==> src/rtl/log_histogram.sv <==
// Eight-bin magnitude histogram fed by the floor-log2 encoder.
// Saturating per-bin counters with a sequential dump that can clear bins as it reads them.
module log_histogram #(
    parameter int CNT_W = 16
) (
    input  logic               clk,
    input  logic               reset,
    input  logic               in_valid,
    input  logic [2:0]         in_bin,
    input  logic               clear,
    input  logic               dump_start,
    input  logic               dump_clr,
    output logic               busy,
    output logic               out_valid,
    output logic [2:0]         out_bin,
    output logic [CNT_W-1:0]   out_count,
    output logic               out_sat,
    output logic               dump_done,
    output logic [CNT_W+2:0]   total
);

    localparam logic [CNT_W-1:0] CNT_MAX = '1;
    localparam logic [CNT_W+2:0] TOT_MAX = '1;

    typedef enum logic {IDLE, DUMP} state_t;

    state_t             state_q;
    logic [2:0]         k_q;
    logic               clr_mode_q;
    logic [CNT_W-1:0]   cnt_q [8];
    logic [CNT_W-1:0]   cnt_d [8];
    logic [7:0]         sat_q;
    logic [7:0]         sat_d;
    logic [CNT_W+2:0]   total_q;
    logic [CNT_W+2:0]   total_d;
    logic               busy_q;
    logic               out_valid_q;
    logic [2:0]         out_bin_q;
    logic [CNT_W-1:0]   out_count_q;
    logic               out_sat_q;
    logic               dump_done_q;

    logic               beat_en;
    logic [2:0]         beat_k;
    logic               beat_clr;

    // Bin 0 is emitted on the accepting edge so beats appear right after dump_start.
    always_comb begin
        beat_en  = 1'b0;
        beat_k   = k_q;
        beat_clr = clr_mode_q;
        if (state_q == IDLE) begin
            beat_en  = dump_start;
            beat_k   = 3'd0;
            beat_clr = dump_clr;
        end else begin
            beat_en  = 1'b1;
        end
    end

    // Counter next-state: read-clear of the dumped bin first, then the new sample.
    always_comb begin
        for (int i = 0; i < 8; i++) begin
            cnt_d[i] = cnt_q[i];
            sat_d[i] = sat_q[i];
            if (beat_en && beat_clr && beat_k == 3'(i)) begin
                cnt_d[i] = '0;
                sat_d[i] = 1'b0;
            end
            if (in_valid && in_bin == 3'(i)) begin
                if (cnt_d[i] == CNT_MAX) sat_d[i] = 1'b1;
                else                     cnt_d[i] = cnt_d[i] + 1'b1;
            end
        end
        total_d = total_q;
        if (in_valid && total_q != TOT_MAX) total_d = total_q + 1'b1;
    end

    // Counters, dump FSM and registered outputs.
    always_ff @(posedge clk) begin
        if (reset) begin
            for (int i = 0; i < 8; i++) cnt_q[i] <= '0;
            sat_q       <= '0;
            total_q     <= '0;
            state_q     <= IDLE;
            k_q         <= '0;
            clr_mode_q  <= 1'b0;
            busy_q      <= 1'b0;
            out_valid_q <= 1'b0;
            out_bin_q   <= '0;
            out_count_q <= '0;
            out_sat_q   <= 1'b0;
            dump_done_q <= 1'b0;
        end else if (clear) begin
            for (int i = 0; i < 8; i++) cnt_q[i] <= '0;
            sat_q       <= '0;
            total_q     <= '0;
            state_q     <= IDLE;
            busy_q      <= 1'b0;
            out_valid_q <= 1'b0;
            dump_done_q <= 1'b0;
        end else begin
            for (int i = 0; i < 8; i++) cnt_q[i] <= cnt_d[i];
            sat_q   <= sat_d;
            total_q <= total_d;
            if (beat_en) begin
                busy_q      <= 1'b1;
                out_valid_q <= 1'b1;
                out_bin_q   <= beat_k;
                out_count_q <= cnt_q[beat_k];
                out_sat_q   <= sat_q[beat_k];
                dump_done_q <= (beat_k == 3'd7);
                if (state_q == IDLE) clr_mode_q <= dump_clr;
                if (beat_k == 3'd7) begin
                    state_q <= IDLE;
                end else begin
                    state_q <= DUMP;
                    k_q     <= beat_k + 3'd1;
                end
            end else begin
                busy_q      <= 1'b0;
                out_valid_q <= 1'b0;
                dump_done_q <= 1'b0;
            end
        end
    end

    assign busy      = busy_q;
    assign out_valid = out_valid_q;
    assign out_bin   = out_bin_q;
    assign out_count = out_count_q;
    assign out_sat   = out_sat_q;
    assign dump_done = dump_done_q;
    assign total     = total_q;

endmodule

==> config.mk <==
export PLATFORM = sky130hd
export DESIGN_NAME = log_histogram
export DESIGN_NICKNAME = d
export VERILOG_FILES = /design/src/rtl/log_histogram.sv
export SDC_FILE = /design/constraint.sdc
export NUM_CORES = 1
export LEC_CHECK = 0
export CAP_MARGIN = 20
export CORE_ASPECT_RATIO = 0.6
export CORE_MARGIN = 2
export CORE_UTILIZATION = 61
export DETAILED_ROUTE_END_ITERATION = 8
export MAX_ROUTING_LAYER = met4
export PLACE_DENSITY = 0.91
export SETUP_SLACK_MARGIN = 0.2
export SKIP_CTS_REPAIR_TIMING = 1
export SLEW_MARGIN = 30
export SYNTH_ARGS = -nofsm -noshare
export SYNTH_HDL_FRONTEND = slang
export SYNTH_SLANG_ARGS = --single-unit
==> constraint.sdc <==
create_clock -name clk -period 5.3 [get_ports clk]
set_clock_uncertainty 0.05 [all_clocks]
set_input_delay 1.325 -clock clk [delete_from_list [all_inputs] [get_ports clk]]
set_output_delay 1.325 -clock clk [all_outputs]
set_load 0.01 [all_outputs]
==> flow_metrics.py, run 1 <==
metrics = {
    "finish": {
        "fin_util": 0.721,
        "stdcell_count": 1602,
        "antenna_cells": 0,
        "drive_above_1_share": 0.0984,
        "final_nets": 1369,
        "syn2layout_area_growth_pct": 14.5,
        "fillerInstances": 1304,
    },
    "drt": {
        "drtPass1Iterations": 7,
        "antenna_violating_nets_post_route": 0,
        "drc": 0,
        "wl_per_cell_um": 21.4,
        "drt_iter0_drc": 2001,
        "routed_wl_um": 34200,
        "vias_per_cell": 6.75,
        "dr_total_vias": 10800,
    },
    "sta": {
        "fin_setup_tns_ns": 0,
        "rsz0062_at_grt": "false",
        "slew_headroom": 0.358,
        "final.period_utilization": 0.842,
        "slew_violations": 0,
        "fin_crit_ns": 4.47,
        "tightestPinTransition_ns": 0.963,
        "fmax_mhz": 224,
        "finalSetupViolations": 0,
        "hold_viol": 0,
    },
    "placement": {
        "dpl.cell_count": 1570,
        "dpl.hpwl_um": 25100,
        "gp_congestion": 0.983,
        "port-buffer-count": 50,
    },
    "setup_path": {
        "rrSetupSlack_ns": 1.35,
        "rr_startpoint": "state_q",
        "crit_chain": "clkdlybuf4s50_1 > and3b_1 > a21oi_2 > and2_1 > ha_1 > nand3_1 > nor3_1 > a31oi_2 > nand3_1 > mux2_2",
        "reg2reg_depth": 11,
        "r2r-end": "cnt_q[3][1]",
        "slowest_stage": "a21oi_2",
        "cp_max_fo": 18,
        "critPathBufInv": 1,
        "critPathCaptureType": "flop",
        "critical_path.max_stage_delay_ns": 0.61,
        "setup.worst_path.class": "input pin to flop",
        "cp_data_required_time_ns": 5.59,
        "crit_path_frequent_cell": "nand3_1",
        "cp.arrival_ns": 4.76,
        "start_kind": "input pin",
        "cp_top_family": "simple AND/OR/NAND/NOR gates",
    },
    "floorplanning": {
        "die_area_um2": 20100,
        "die_h_um": 110,
        "core_area_um2": 18300,
        "num_io_pins": 51,
        "rows": 38,
        "die_w_um": 181,
        "initial_utilization": 0.630,
    },
    "power_and_ir_drop": {
        "leakagePower_nw": 4.45,
        "ir_drop_v": 0.000258,
        "power_density_nw_per_um2": 246,
    },
    "min_path": {
        "hold_start": "out_count[3]",
        "holdPathEnd": "out_count[3]",
        "hp-class": "flop to flop",
        "hold-path-cell-count": 2,
    },
    "logic_synthesis": {
        "synth_top_cell_by_area": "edfxtp_1",
        "synth_area_leaders": "edfxtp_1 (29%), dfxtp_1 (12%), nor2_1 (4.1%), xnor2_1 (4.0%), nand2_1 (3.8%)",
        "synth_flop_cell": "edfxtp_1",
        "ys_ff_latch": 182,
        "synthArstFlopShare": 0,
        "synth_edf_count": 112,
        "yosysWarnings": 0,
        "avgSynthCellArea_um2": 9.47,
        "syn_area_um2": 11500,
        "yosys.area.top_type_share": 0.292,
        "ys_seq_area_frac": 0.413,
        "synth_cell_types": 87,
        "postSynthCellCount": 1218,
    },
    "clock_network": {
        "tritoncts": "yes",
        "clock_path_buffers": 2,
        "clock_sinks": 182,
        "path_clk_slew_ns": 0.07,
        "root_buffer": "clkbuf_16",
        "cts_buffers": 17,
        "insertion_delay_ns": 0.45,
        "ctsHtreeMaxLevel": 4,
    },
    "global_route": {
        "grt_first_pass_wirelength_um": 53700,
        "antenna_found_initial": 0,
        "grt.overflow.total": 0,
        "grt_max_degree": 46,
        "first_global_vias": 9661,
        "grt_use_total": 0.354,
    },
    "outcome": {
        "status": "completed",
    },
    "job": {
        "max-cap-violations": 0,
    },
}
## cells by family (layout without fill, tap and decap cells)
kind of cell,after synthesis,in the layout,synth area share
compound gates,268,268,0.170
other cells,1,112,0.000325
simple gates,542,542,0.252
xor+xnor,74,74,0.0562
mux,49,49,0.0606
buf+inv,91,124,0.0357
flops,182,182,0.413
fa+ha+maj,11,11,0.0119
## flip-flops by register name (all words and copies together), names as in the netlist
signal and flops:
clr_mode_q 1, cnt_q 128, dump_done 1, k_q 3, out_bin 3, out_count 16
out_sat 1, out_valid 1, sat_q 8, state_q 1, total 19
## per-layer routing
metal / vias to the layer above / routed length, µm / GRT usage
li1: 4800 / - / -
met1: 5050 / 14000 / 0.513
met2: 856 / 13800 / 0.464
met3: 107 / 5620 / 0.119
met4: 0 / 877 / 0.102
met5: - / 0 / -
## report_power, final
group	internal (mW)	total [mW]	switching, mW
logic	0.0967	0.256	0.159
registers	1.56	1.65	0.0924
clock network	0.745	1.34	0.596
## worst min-delay path, cell delays in order (launching register included)
cell and delay [ns]:
dfxtp_1 0.33, nand2_1 0.06, a21oi_1 0.06
## cells in the mapped netlist, types with 5 or more instances
cell type and number:
clkbuf_1 39, inv_1 21, nor3_1 26, o31ai_1 5, a22oi_1 17, nand2_1 117
buf_4 8, buf_1 6, or2_2 6, nand3_1 55, xnor2_1 52, edfxtp_1 112
o211ai_1 13, and2_1 27, o2111ai_1 10, dfxtp_1 70, nor3b_1 5, o21ai_0 31
xor2_1 22, a22o_1 35, buf_2 11, and4_1 13, mux4_2 14, a211oi_1 15
or3_1 19, nor2_1 126, or4_1 17, o21a_1 5, and3_1 28, ha_1 11
nand4_1 50, mux2_2 26, nor4_1 17, nor4b_1 5, mux2i_1 9, a31oi_1 12
a21oi_1 81
## worst max path at each step
| stage | startpoint | depth (start not counted) | to |
|---|---|---|---|
| after floorplan | dump_clr | 10 | cnt_q[7][11] |
| after global placement | dump_start | 10 | cnt_q[0][7] |
| after detailed placement | dump_start | 10 | cnt_q[0][7] |
| after CTS | dump_start | 10 | cnt_q[0][7] |
| after global routing | dump_start | 10 | cnt_q[0][13] |
| final | dump_start | 10 | cnt_q[0][7] |
## cells in the final DEF (no fill, tap or decap), types with 50 or more instances in the layout
cell / count
nor2_1: 124
edfxtp_1: 112
conb_1: 112
a21oi_1: 81
nand3_1: 55
nand4_1: 50
nand2_1: 117
dfxtp_1: 68
xnor2_1: 52
clkdlybuf4s50_1: 50
## per-stage QoR
| step | total power, mW | instance area, µm² | setup WS, ns | hold WS (ns) |
|---|---|---|---|---|
| after floorplan | 1.82 | 11900 | 1.23 | 0.379 |
| after global placement | 1.90 | 12600 | 0.652 | 0.401 |
| after detailed placement | 1.91 | 12600 | 0.417 | 0.412 |
| after CTS | 3.23 | 13200 | 0.889 | 0.431 |
| after global routing | 3.33 | 13200 | 0.746 | 0.464 |
| final | 3.24 | 13200 | 0.835 | 0.435 |
## final cells by class
| cell class | count | area (µm²) | area share |
|---|---|---|---|
| timing repair buffer | 71 | 658 | 0.0499 |
| clock inverter | 15 | 176 | 0.0134 |
| clock buffer | 17 | 425 | 0.0322 |
| tap | 240 | 300 | 0.0228 |
| sequential | 182 | 4770 | 0.361 |
| inverter | 21 | 78.8 | 0.00597 |
| multi-input combinational | 1056 | 6790 | 0.514 |
Note: power is estimated with default switching activity, not from simulation.
==> run 2: changes to the inputs <==
CORE_UTILIZATION = 56   (was 61)
PLACE_DENSITY = 0.89   (was 0.91)
clock period = 4.03 ns   (was 5.3 ns; I/O delays follow)
==> run 2 against run 1 <==
  * Hold slack lost 0.026 ns
  * Sequential power grew 32%
  * Non-clock buffer count grew 26
==> flow_metrics.py, run 2 (synthesis results as in run 1) <==
metrics = {
    "setup_path": {
        "cp_max_fo": 7,
        "cp_data_required_time_ns": 4.24,
        "cp.arrival_ns": 3.91,
        "critPathCaptureType": "flop",
        "start_kind": "input pin",
        "rrSetupSlack_ns": 0.46,
        "setup.worst_path.class": "input pin to flop",
    },
    "global_route": {
        "grt_max_degree": 28,
        "first_global_vias": 9871,
        "grt_use_total": 0.338,
        "grt_first_pass_wirelength_um": 54800,
        "grt.overflow.total": 0,
        "antenna_found_initial": 0,
    },
    "floorplanning": {
        "core_area_um2": 20100,
        "initial_utilization": 0.573,
        "rows": 40,
        "die_w_um": 189,
        "die_h_um": 115,
        "num_io_pins": 51,
        "die_area_um2": 21800,
    },
    "clock_network": {
        "tritoncts": "yes",
        "insertion_delay_ns": 0.45,
        "path_clk_slew_ns": 0.07,
        "cts_buffers": 17,
        "ctsHtreeMaxLevel": 4,
        "clock_path_buffers": 2,
        "clock_sinks": 182,
        "root_buffer": "clkbuf_16",
    },
    "power_and_ir_drop": {
        "power_density_nw_per_um2": 325,
        "power_frac_comb": 0.079,
        "total_power_mw": 4.39,
        "switching_share": 0.254,
        "leakagePower_nw": 4.60,
        "seq_power_share": 0.494,
        "ir_drop_v": 0.000313,
        "power.internal_mw": 3.27,
        "pwr-share-clk": 0.427,
        "switching_power_mw": 1.11,
    },
    "finish": {
        "final_cell_mix": "nor2_1 (125), nand2_1 (117), edfxtp_1 (112), conb_1 (112), a21oi_1 (81)",
        "drive_above_1_share": 0.115,
        "layout_commonest_cell": "nor2_1",
        "fin_area_um2": 13500,
        "fillerInstances": 1590,
        "multi_input_area_um2": 6790,
        "top_register": "cnt_q",
        "regArea_um2": 4770,
        "stdcell_count": 1661,
        "fin_util": 0.671,
        "syn2layout_area_growth_pct": 17.0,
        "final_nets": 1395,
        "antenna_cells": 0,
        "largest_register_ff_count": 128,
    },
    "sta": {
        "slew_headroom": 0.503,
        "fin_setup_tns_ns": 0,
        "hold_ws_ns": 0.410,
        "tightestPinTransition_ns": 0.740,
        "fmax_mhz": 271,
        "layout_setup_ws_ns": 0.336,
        "hold_viol": 0,
        "final.period_utilization": 0.917,
        "finalSetupViolations": 0,
        "slew_violations": 0,
        "fin_crit_ns": 3.69,
        "rsz0062_at_grt": "false",
    },
    "drt": {
        "wl_per_cell_um": 21.1,
        "vias_per_cell": 6.51,
        "drc": 0,
        "routed_wl_um": 35000,
        "drt_iter0_drc": 1580,
        "antenna_violating_nets_post_route": 0,
        "drtPass1Iterations": 5,
        "dr_total_vias": 10800,
    },
    "placement": {
        "dpl.hpwl_um": 25700,
        "dpl.cell_count": 1629,
        "postPlaceCellArea_um2": 12800,
        "place_ws_ns": -0.0274,
        "gp_congestion": 1.06,
        "port-buffer-count": 50,
    },
    "job": {
        "max-cap-violations": 0,
    },
    "outcome": {
        "status": "completed",
    },
    "min_path": {
        "hp-class": "flop to flop",
    },
}
run 2: final timing paths:
kind,from,to,cells past startpoint
max,dump_clr,cnt_q[7][12],11
min,out_count[3],out_count[3],2
max reg2reg,state_q,cnt_q[7][12],11
min reg2reg,out_count[3],out_count[3],2
run 2: power groups by stage:
| stage | combinational (mW) | clock [mW] | sequential [mW] |
|---|---|---|---|
| final | 0.345 | 1.87 | 2.17 |
| after global routing | 0.374 | 1.95 | 2.17 |
| after CTS | 0.334 | 1.88 | 2.16 |
| after detailed placement | 0.329 | 0 | 2.20 |
| after global placement | 0.321 | 0 | 2.19 |
| after floorplan | 0.250 | 0 | 2.14 |
run 2: per-layer routing:
metal / track usage / routed length, µm
met5: - / 0
met4: 0.0992 / 756
met3: 0.121 / 5470
met2: 0.449 / 13900
met1: 0.479 / 14900
run 2: worst max-delay path, cell delays in order:
cell             delay [ns]
clkdlybuf4s50_1        0.41
and3b_1                0.23
o21ai_0                0.18
buf_4                  0.19
and2_1                 0.16
ha_1                   0.17
nand4_1                0.22
or4_1                  0.53
nor3b_2                0.42
a21oi_1                0.12
a211oi_1               0.28
run 2: final cells by class:
cell class,count,share of cell area
clock buffer,20,0.0371
sequential,182,0.353
clock inverter,12,0.0115
timing repair buffer,97,0.0633
tap,273,0.0253
inverter,21,0.00584
multi-input combinational,1056,0.504
==> run 3: changes to the inputs <==
SKIP_LAST_GASP = 1   (was default)
==> results of run 3 <==
The final DEF is identical to that of run 2; final timing and power are the same.
